<file path="src/rtl/calc_pkg.sv">
// Shared types for the BCD calculator datapath: operand/result format and ALU opcodes.
package calc_pkg;

  parameter int NumDigits = 8;
  parameter int ExpWidth  = 8;

  // value = digits[N-1].digits[N-2]...digits[0] x 10^exponent
  typedef struct packed {
    logic signed [ExpWidth-1:0]   exponent;
    logic [NumDigits-1:0][3:0]    digits;
  } num_t;

  typedef enum logic [2:0] {
    OP_ADD = 3'd0,
    OP_SUB = 3'd1,
    OP_MUL = 3'd2,
    OP_DIV = 3'd3
  } op_t;

endpackage

</file>
<file path="src/rtl/calc_alu_if.sv">
// Controller <-> ALU request/response bundle; signal names are from the ALU's point of view.
interface calc_alu_if;

  calc_pkg::num_t left_i;
  calc_pkg::num_t right_i;
  calc_pkg::op_t  op_i;
  logic           in_valid_i;
  logic           in_ready_o;
  calc_pkg::num_t result_o;
  logic           error_o;
  logic           out_valid_o;
  logic           out_ready_i;

  modport slave (
    input  left_i, right_i, op_i, in_valid_i, out_ready_i,
    output in_ready_o, result_o, error_o, out_valid_o
  );

  modport master (
    output left_i, right_i, op_i, in_valid_i, out_ready_i,
    input  in_ready_o, result_o, error_o, out_valid_o
  );

endinterface

</file>
<file path="src/rtl/calc_alu.sv">
// Multi-cycle BCD floating-point ALU: align, iterate BCD add/subtract slices, normalize.
// One operation in flight; the result is held in DONE until the consumer accepts it.
module calc_alu
  import calc_pkg::*;
#(
  parameter int NumDigits = calc_pkg::NumDigits
) (
  input logic       clk_i,
  input logic       rst_i,
  calc_alu_if.slave bus
);

  localparam int N  = NumDigits;
  localparam int W  = 2 * N;
  localparam int EW = ExpWidth;
  localparam int XW = ExpWidth + 2;
  localparam int CW = $clog2(N + 1);

  localparam logic signed [XW-1:0] XOne = XW'(1);
  localparam logic signed [XW-1:0] EMax = XW'(N - 1);
  localparam logic signed [XW-1:0] EMin = XW'(1 - N);

  typedef enum logic [2:0] {
    S_IDLE,
    S_ALIGN,
    S_EXEC,
    S_NORM,
    S_DONE
  } state_e;

  function automatic logic [W*4:0] bcd_add(input logic [W*4-1:0] a, input logic [W*4-1:0] b);
    logic [4:0]     s;
    logic           c;
    logic [W*4-1:0] r;
    c = 1'b0;
    r = '0;
    for (int i = 0; i < W; i++) begin
      s = {1'b0, a[i*4 +: 4]} + {1'b0, b[i*4 +: 4]} + {4'd0, c};
      if (s > 5'd9) begin
        s = s + 5'd6;
        c = 1'b1;
      end else begin
        c = 1'b0;
      end
      r[i*4 +: 4] = s[3:0];
    end
    return {c, r};
  endfunction

  // Caller guarantees a >= b, so no final borrow is produced.
  function automatic logic [W*4-1:0] bcd_sub(input logic [W*4-1:0] a, input logic [W*4-1:0] b);
    logic [4:0]     s;
    logic           bw;
    logic [W*4-1:0] r;
    bw = 1'b0;
    r  = '0;
    for (int i = 0; i < W; i++) begin
      s = {1'b0, a[i*4 +: 4]} - {1'b0, b[i*4 +: 4]} - {4'd0, bw};
      if (s[4]) begin
        s  = s + 5'd10;
        bw = 1'b1;
      end else begin
        bw = 1'b0;
      end
      r[i*4 +: 4] = s[3:0];
    end
    return r;
  endfunction

  state_e                state_q, state_d;
  op_t                   op_q, op_d;
  logic [N*4-1:0]        ma_q, ma_d;
  logic [N*4-1:0]        mb_q, mb_d;
  logic signed [XW-1:0]  ea_q, ea_d;
  logic signed [XW-1:0]  eb_q, eb_d;
  logic [W*4-1:0]        acc_q, acc_d;
  logic [CW-1:0]         rem_q, rem_d;
  logic [3:0]            rep_q, rep_d;
  num_t                  res_q, res_d;
  logic                  err_q, err_d;

  logic [W*4-1:0]        ma_w, mb_w;
  logic [W*4:0]          sum_n, sum_w;
  logic [W*4-1:0]        dif_n, dif_w;
  logic [3:0]            mul_dig;
  logic                  unused_ok;

  assign ma_w  = {{((W - N) * 4){1'b0}}, ma_q};
  assign mb_w  = {{((W - N) * 4){1'b0}}, mb_q};
  assign sum_n = bcd_add(ma_w, mb_w);
  assign sum_w = bcd_add(acc_q, ma_w);
  assign dif_n = bcd_sub(ma_w, mb_w);
  assign dif_w = bcd_sub(acc_q, mb_w);
  assign unused_ok = ^{sum_w[W*4], sum_n[W*4:N*4+4], dif_n[W*4-1:N*4]};

  assign bus.in_ready_o  = (state_q == S_IDLE);
  assign bus.out_valid_o = (state_q == S_DONE);
  assign bus.result_o    = res_q;
  assign bus.error_o     = err_q;

  // Multiplier digit for the current MUL step; rem_q counts down from N (MSD first).
  always_comb begin
    mul_dig = 4'd0;
    for (int i = 0; i < N; i++) begin
      if (rem_q == CW'(i + 1)) mul_dig = mb_q[i*4 +: 4];
    end
  end

  always_comb begin
    state_d = state_q;
    op_d    = op_q;
    ma_d    = ma_q;
    mb_d    = mb_q;
    ea_d    = ea_q;
    eb_d    = eb_q;
    acc_d   = acc_q;
    rem_d   = rem_q;
    rep_d   = rep_q;
    res_d   = res_q;
    err_d   = err_q;

    case (state_q)
      S_IDLE: begin
        if (bus.in_valid_i) begin
          op_d  = bus.op_i;
          ma_d  = bus.left_i.digits;
          mb_d  = bus.right_i.digits;
          ea_d  = {{(XW - EW){bus.left_i.exponent[EW-1]}}, bus.left_i.exponent};
          eb_d  = {{(XW - EW){bus.right_i.exponent[EW-1]}}, bus.right_i.exponent};
          rem_d = CW'(N);
          rep_d = 4'd0;
          err_d = 1'b0;
          acc_d = (bus.op_i == OP_DIV) ? {{((W - N) * 4){1'b0}}, bus.left_i.digits} : '0;
          case (bus.op_i)
            OP_ADD, OP_SUB: state_d = S_ALIGN;
            OP_MUL, OP_DIV: state_d = S_EXEC;
            default: begin
              err_d   = 1'b1;
              res_d   = '0;
              state_d = S_DONE;
            end
          endcase
        end
      end

      // A mantissa shifted to zero just adopts the other exponent.
      S_ALIGN: begin
        if (ea_q == eb_q) begin
          state_d = S_EXEC;
        end else if (ea_q < eb_q) begin
          if (ma_q == '0) ea_d = eb_q;
          else begin
            ma_d = ma_q >> 4;
            ea_d = ea_q + XOne;
          end
        end else begin
          if (mb_q == '0) eb_d = ea_q;
          else begin
            mb_d = mb_q >> 4;
            eb_d = eb_q + XOne;
          end
        end
      end

      S_EXEC: begin
        case (op_q)
          OP_ADD: begin
            if (sum_n[N*4 +: 4] != 4'd0) begin
              ma_d = sum_n[N*4+3:4];
              ea_d = ea_q + XOne;
            end else begin
              ma_d = sum_n[N*4-1:0];
            end
            state_d = S_NORM;
          end
          OP_SUB: begin
            if (ma_q < mb_q) begin
              err_d   = 1'b1;
              res_d   = '0;
              state_d = S_DONE;
            end else begin
              ma_d    = dif_n[N*4-1:0];
              state_d = S_NORM;
            end
          end
          OP_MUL: begin
            if (rep_q != 4'd0) begin
              acc_d = sum_w[W*4-1:0];
              rep_d = rep_q - 4'd1;
            end else if (rem_q != '0) begin
              acc_d = {acc_q[W*4-5:0], 4'h0};
              rep_d = mul_dig;
              rem_d = rem_q - CW'(1);
            end else begin
              if (acc_q[W*4-1 -: 4] != 4'd0) begin
                ma_d = acc_q[W*4-1 -: N*4];
                ea_d = ea_q + eb_q + XOne;
              end else begin
                ma_d = acc_q[W*4-5 -: N*4];
                ea_d = ea_q + eb_q;
              end
              state_d = S_NORM;
            end
          end
          OP_DIV: begin
            // Quotient digits shift into ma_q; the left operand lives on in acc_q.
            if (mb_q == '0) begin
              err_d   = 1'b1;
              res_d   = '0;
              state_d = S_DONE;
            end else if (acc_q >= mb_w && rep_q != 4'd9) begin
              acc_d = dif_w;
              rep_d = rep_q + 4'd1;
            end else begin
              ma_d  = {ma_q[N*4-5:0], rep_q};
              acc_d = {acc_q[W*4-5:0], 4'h0};
              rep_d = 4'd0;
              rem_d = rem_q - CW'(1);
              if (rem_q == CW'(1)) begin
                ea_d    = ea_q - eb_q;
                state_d = S_NORM;
              end
            end
          end
          default: begin
            err_d   = 1'b1;
            res_d   = '0;
            state_d = S_DONE;
          end
        endcase
      end

      S_NORM: begin
        if (ma_q == '0) begin
          res_d   = '0;
          state_d = S_DONE;
        end else if (ma_q[N*4-1 -: 4] == 4'd0) begin
          ma_d = {ma_q[N*4-5:0], 4'h0};
          ea_d = ea_q - XOne;
        end else if (ea_q > EMax) begin
          err_d   = 1'b1;
          res_d   = '0;
          state_d = S_DONE;
        end else if (ea_q < EMin) begin
          res_d   = '0;
          state_d = S_DONE;
        end else begin
          res_d   = {ea_q[EW-1:0], ma_q};
          state_d = S_DONE;
        end
      end

      S_DONE: begin
        if (bus.out_ready_i) state_d = S_IDLE;
      end

      default: state_d = S_IDLE;
    endcase
  end

  always_ff @(posedge clk_i or posedge rst_i) begin
    if (rst_i) begin
      state_q <= S_IDLE;
      op_q    <= OP_ADD;
      ma_q    <= '0;
      mb_q    <= '0;
      ea_q    <= '0;
      eb_q    <= '0;
      acc_q   <= '0;
      rem_q   <= '0;
      rep_q   <= '0;
      res_q   <= '0;
      err_q   <= 1'b0;
    end else begin
      state_q <= state_d;
      op_q    <= op_d;
      ma_q    <= ma_d;
      mb_q    <= mb_d;
      ea_q    <= ea_d;
      eb_q    <= eb_d;
      acc_q   <= acc_d;
      rem_q   <= rem_d;
      rep_q   <= rep_d;
      res_q   <= res_d;
      err_q   <= err_d;
    end
  end

endmodule

</file>
<file path="src/flat_wrapper.sv">
// flat-port wrapper written by rule: the top's interface ports become plain ports
module calc_alu_flat import calc_pkg::*;
#(
  parameter int NumDigits = calc_pkg::NumDigits
)
  (clk_i, rst_i, bus_left_i, bus_right_i, bus_op_i, bus_in_valid_i, bus_out_ready_i, bus_in_ready_o, bus_result_o, bus_error_o, bus_out_valid_o);
  calc_alu_if bus_i ();
  input logic clk_i;
  input logic rst_i;
  input wire logic [$bits(bus_i.left_i)-1:0] bus_left_i;
  input wire logic [$bits(bus_i.right_i)-1:0] bus_right_i;
  input wire logic [$bits(bus_i.op_i)-1:0] bus_op_i;
  input wire logic [$bits(bus_i.in_valid_i)-1:0] bus_in_valid_i;
  input wire logic [$bits(bus_i.out_ready_i)-1:0] bus_out_ready_i;
  output wire logic [$bits(bus_i.in_ready_o)-1:0] bus_in_ready_o;
  output wire logic [$bits(bus_i.result_o)-1:0] bus_result_o;
  output wire logic [$bits(bus_i.error_o)-1:0] bus_error_o;
  output wire logic [$bits(bus_i.out_valid_o)-1:0] bus_out_valid_o;
  assign bus_i.left_i = bus_left_i;
  assign bus_i.right_i = bus_right_i;
  assign bus_i.op_i = bus_op_i;
  assign bus_i.in_valid_i = bus_in_valid_i;
  assign bus_i.out_ready_i = bus_out_ready_i;
  assign bus_in_ready_o = bus_i.in_ready_o;
  assign bus_result_o = bus_i.result_o;
  assign bus_error_o = bus_i.error_o;
  assign bus_out_valid_o = bus_i.out_valid_o;
  calc_alu #(.NumDigits(NumDigits)) u_core (.clk_i(clk_i), .rst_i(rst_i), .bus(bus_i));
endmodule
</file>
<file path="config.mk">
export PLATFORM = sky130hd
export DESIGN_NAME = calc_alu_flat
export DESIGN_NICKNAME = d
export VERILOG_FILES = /design/src/rtl/calc_pkg.sv /design/src/rtl/calc_alu_if.sv /design/src/rtl/calc_alu.sv /design/src/flat_wrapper.sv
export SDC_FILE = /design/constraint.sdc
export NUM_CORES = 1
export LEC_CHECK = 0
export ABC_AREA = 1
export CORE_MARGIN = 3
export CORE_UTILIZATION = 45
export DETAILED_ROUTE_END_ITERATION = 7
export MAX_ROUTING_LAYER = met4
export SLEW_MARGIN = 20
export SYNTH_ARGS = -nofsm -noshare
export SYNTH_HDL_FRONTEND = slang
export SYNTH_SLANG_ARGS = --single-unit
export TNS_END_PERCENT = 30
</file>
<file path="constraint.sdc">
create_clock -name clk_i -period 24.4 [get_ports clk_i]
set_input_delay 3.66 -clock clk_i [delete_from_list [all_inputs] [get_ports clk_i]]
set_output_delay 3.66 -clock clk_i [all_outputs]
set_load 0.02 [all_outputs]
</file>
==> flow_summary.yaml, run 1 <==
clock_network:
  ctsRootBufferMaster: "clkbuf_16"
  cts_sinks: 203
  cts_buffers: 29
  clock_path_buffers: 3
  postCtsSetupRepairBufs: 0
  path_clk_slew_ns: 0.07
  clk_latency_ns: 0.64
  cts_tree: "built"
  htreeDepth: 1
timing:
  min_period_ns: 22.16
  drv_slew: 0
  hold_violations: 0
  finalCritPeriodShare: 0.908
  rsz0062_at_grt: "false"
  finalClockSkew_ns: 0.0485
  tightestPinTransition_ns: 1.08
  maxSlewHeadroom: 0.280
  setup_violations: 0
  tns_ns: 0
  fmax_mhz: 45.1
global_route:
  grt_max_degree: 85
  grt_pass1_wl_um: 157000
  grt_overflow: 0
  track_usage: 0.349
  antenna_found_initial: 1
  grt_pass1_vias: 25400
worst_setup_path:
  crit_fanout: 10
  crit_required_ns: 24.93
  endpoint_kind: "register"
  critPathMaxStageDelay_ns: 0.49
  critPathMostFrequentCell: "inv_1"
  cp-start-kind: "register"
  slowest_stage: "dfrtp_2"
  regToRegSetupSlack_ns: 2.24
  r2r_end: "u_core.acc_q[63]"
  critPathArrivalTime_ns: 22.69
  timing.rr.start: "u_core.ma_q[1]"
  worstSetupPathType: "reg -> reg"
  ff2ff_path_depth: 143
die:
  core_area_um2: 56700
  initial_utilization: 0.457
  ios: 130
  die_x_um: 246
  die-area_um2: 60500
  num_rows: 87
  chipHeight_um: 246
detailed_routing:
  wl_per_cell_um: 22.4
  drc: 0
  vias_per_cell: 5.81
  routed_wl_um: 104000
  vias: 27000
  drtAntennaViolNets: 0
  dr.pass1.iters: 6
  drt_iter0_drc: 2805
logic_synthesis:
  yosys.cell_types.count: 60
  synth_nets: 4319
  seq_area_frac_synth: 0.196
  synth.avg_cell_area_um2: 6.74
  synth.ff_latch_count: 203
  syn_area_um2: 25900
  synth_warnings: 0
  syn_inst: 3848
run_status:
  status: "finished clean"
finish:
  final_nets: 4352
  final_cell_mix: "nand2_1, inv_1, nand3_1, ha_1, o21ai_0"
  num-fill-cells: 5867
  regArea_um2: 5080
  layout-drive-gt1-share: 0.0405
  multi_input_area_um2: 18300
  syn_to_final_growth_pct: 10.8
  layout_commonest_cell: "nand2_1"
hold_path:
  hp-start: "u_core.bus.result_o[28]"
  hold_end: "u_core.bus.result_o[28]"
  hp-class: "reg -> reg"
  hold_path_depth: 2
place:
  place.gp.congestion: 1.01
  port_buffers: 129
  hpwl_um: 77300
job:
  cap_viol_max_count: 0
## cells in the mapped netlist, drive strengths merged
master	count	share of area
o22ai	11	0.0027
a21oi	244	0.047
a211oi	3	0.00087
buf	78	0.017
fa	62	0.048
nor3	28	0.0054
nand4	63	0.015
o221ai	6	0.0020
a22oi	7	0.0020
a2111oi	1	0.00034
clkinv	4	0.00082
a31oi	16	0.0039
nand3	344	0.068
o21ai	318	0.062
nor2	241	0.037
o2111ai	10	0.0034
xnor2	35	0.012
ha	322	0.16
a221oi	16	0.0054
o21a	1	0.00029
inv	488	0.071
or3	3	0.00072
nand3b	10	0.0029
and2	1	0.00024
or2	20	0.0048
o31ai	16	0.0046
o2111a	1	0.00043
a32oi	1	0.00034
nor4	18	0.0043
xor2	111	0.038
dfrtp	203	0.20
nand2	965	0.14
a21boi	2	0.00058
a41oi	1	0.00034
nor3b	3	0.0013
and3	1	0.00024
and2b	1	0.00029
a21o	9	0.0026
o211ai	97	0.028
clkbuf	77	0.011
o21bai	10	0.0029
## worst max-delay path: cells and delay by family, from the launching register on
family,cells,cell delay [ns]
fa+ha+maj,39,10.70
simple gates,48,4.35
buf+inv,36,3.26
xor+xnor,9,1.73
compound gates,11,1.57
flops,1,0.49
## flip-flops by register name (all words and copies together), names as in the netlist, 4 cells and up
name	count
u_core.acc_q	64
u_core.bus.result_o	40
u_core.ma_q	32
u_core.mb_q	32
u_core.ea_q	10
u_core.eb_q	10
u_core.rem_q	4
u_core.rep_q	4
## worst max path at each step
stage                              start               end  slack (ns)  cells after the start
final                     u_core.ma_q[1]  u_core.acc_q[63]        2.24                    143
after global routing      u_core.ma_q[0]  u_core.acc_q[63]        0.02                    144
after CTS                 u_core.ma_q[1]  u_core.acc_q[63]        1.56                    142
after detailed placement  u_core.ma_q[1]  u_core.acc_q[63]        1.71                    143
after global placement    u_core.ma_q[1]  u_core.acc_q[63]        2.21                    142
after floorplan           u_core.ma_q[1]  u_core.acc_q[63]        4.19                    143
## per-layer routing
metal  vias to the layer above  wire length (um)  track usage  share of wire
met5                         -                 0            -              0
met4                         0              5580        0.153          0.054
met3                       212              9180       0.0603          0.088
met2                      1160             44900        0.517           0.43
met1                     12800             44600        0.467           0.43
li1                      12900                 -            -              -
## logic make-up after synthesis
family / share of synthesized area
flip-flops: 0.196
buffers and inverters: 0.100
XOR/XNOR: 0.0496
AO/OA/AOI/OAI: 0.170
AND/OR/NAND/NOR: 0.281
adder cells (fa/ha/maj): 0.203
## per-stage QoR
stage	hold WS [ns]	area [um^2]	setup WS, ns	utilization	std cells
floorplan	0.501	25900	4.19	-	3848
global placement	0.455	27700	2.21	0.488	4606
detailed placement	0.457	27700	1.71	0.488	4606
CTS	0.472	28700	1.56	0.505	4656
global route	0.496	28700	0.0208	0.506	4657
finish	0.469	28700	2.24	0.506	4657
## cell type report
cell class / count / area share
antenna: 1 / 0.0000871
clock buffer: 39 / 0.0283
clock inverter: 11 / 0.00632
inverter: 492 / 0.0648
multi-input combinational: 2998 / 0.638
sequential: 203 / 0.177
tap: 756 / 0.0329
timing repair buffer: 157 / 0.0523
## what timing repair did
action                                  4_1_cts  5_1_grt
gates resized for setup                       0       16
hold endpoints to repair                      0        0
hold buffers                                  0        0
endpoints found under the setup margin        0        3
Power of run 1 is left out: the tool's default activity adds up to more than one toggle a clock period on the data nets, which glitch-free logic cannot reach.
==> run 2: changes to the inputs <==
SKIP_CTS_REPAIR_TIMING = 1   (was not set)
==> results of run 2 <==
The final DEF is identical to that of run 1; final timing and power are the same.
Power of run 2 is left out for the same reason.
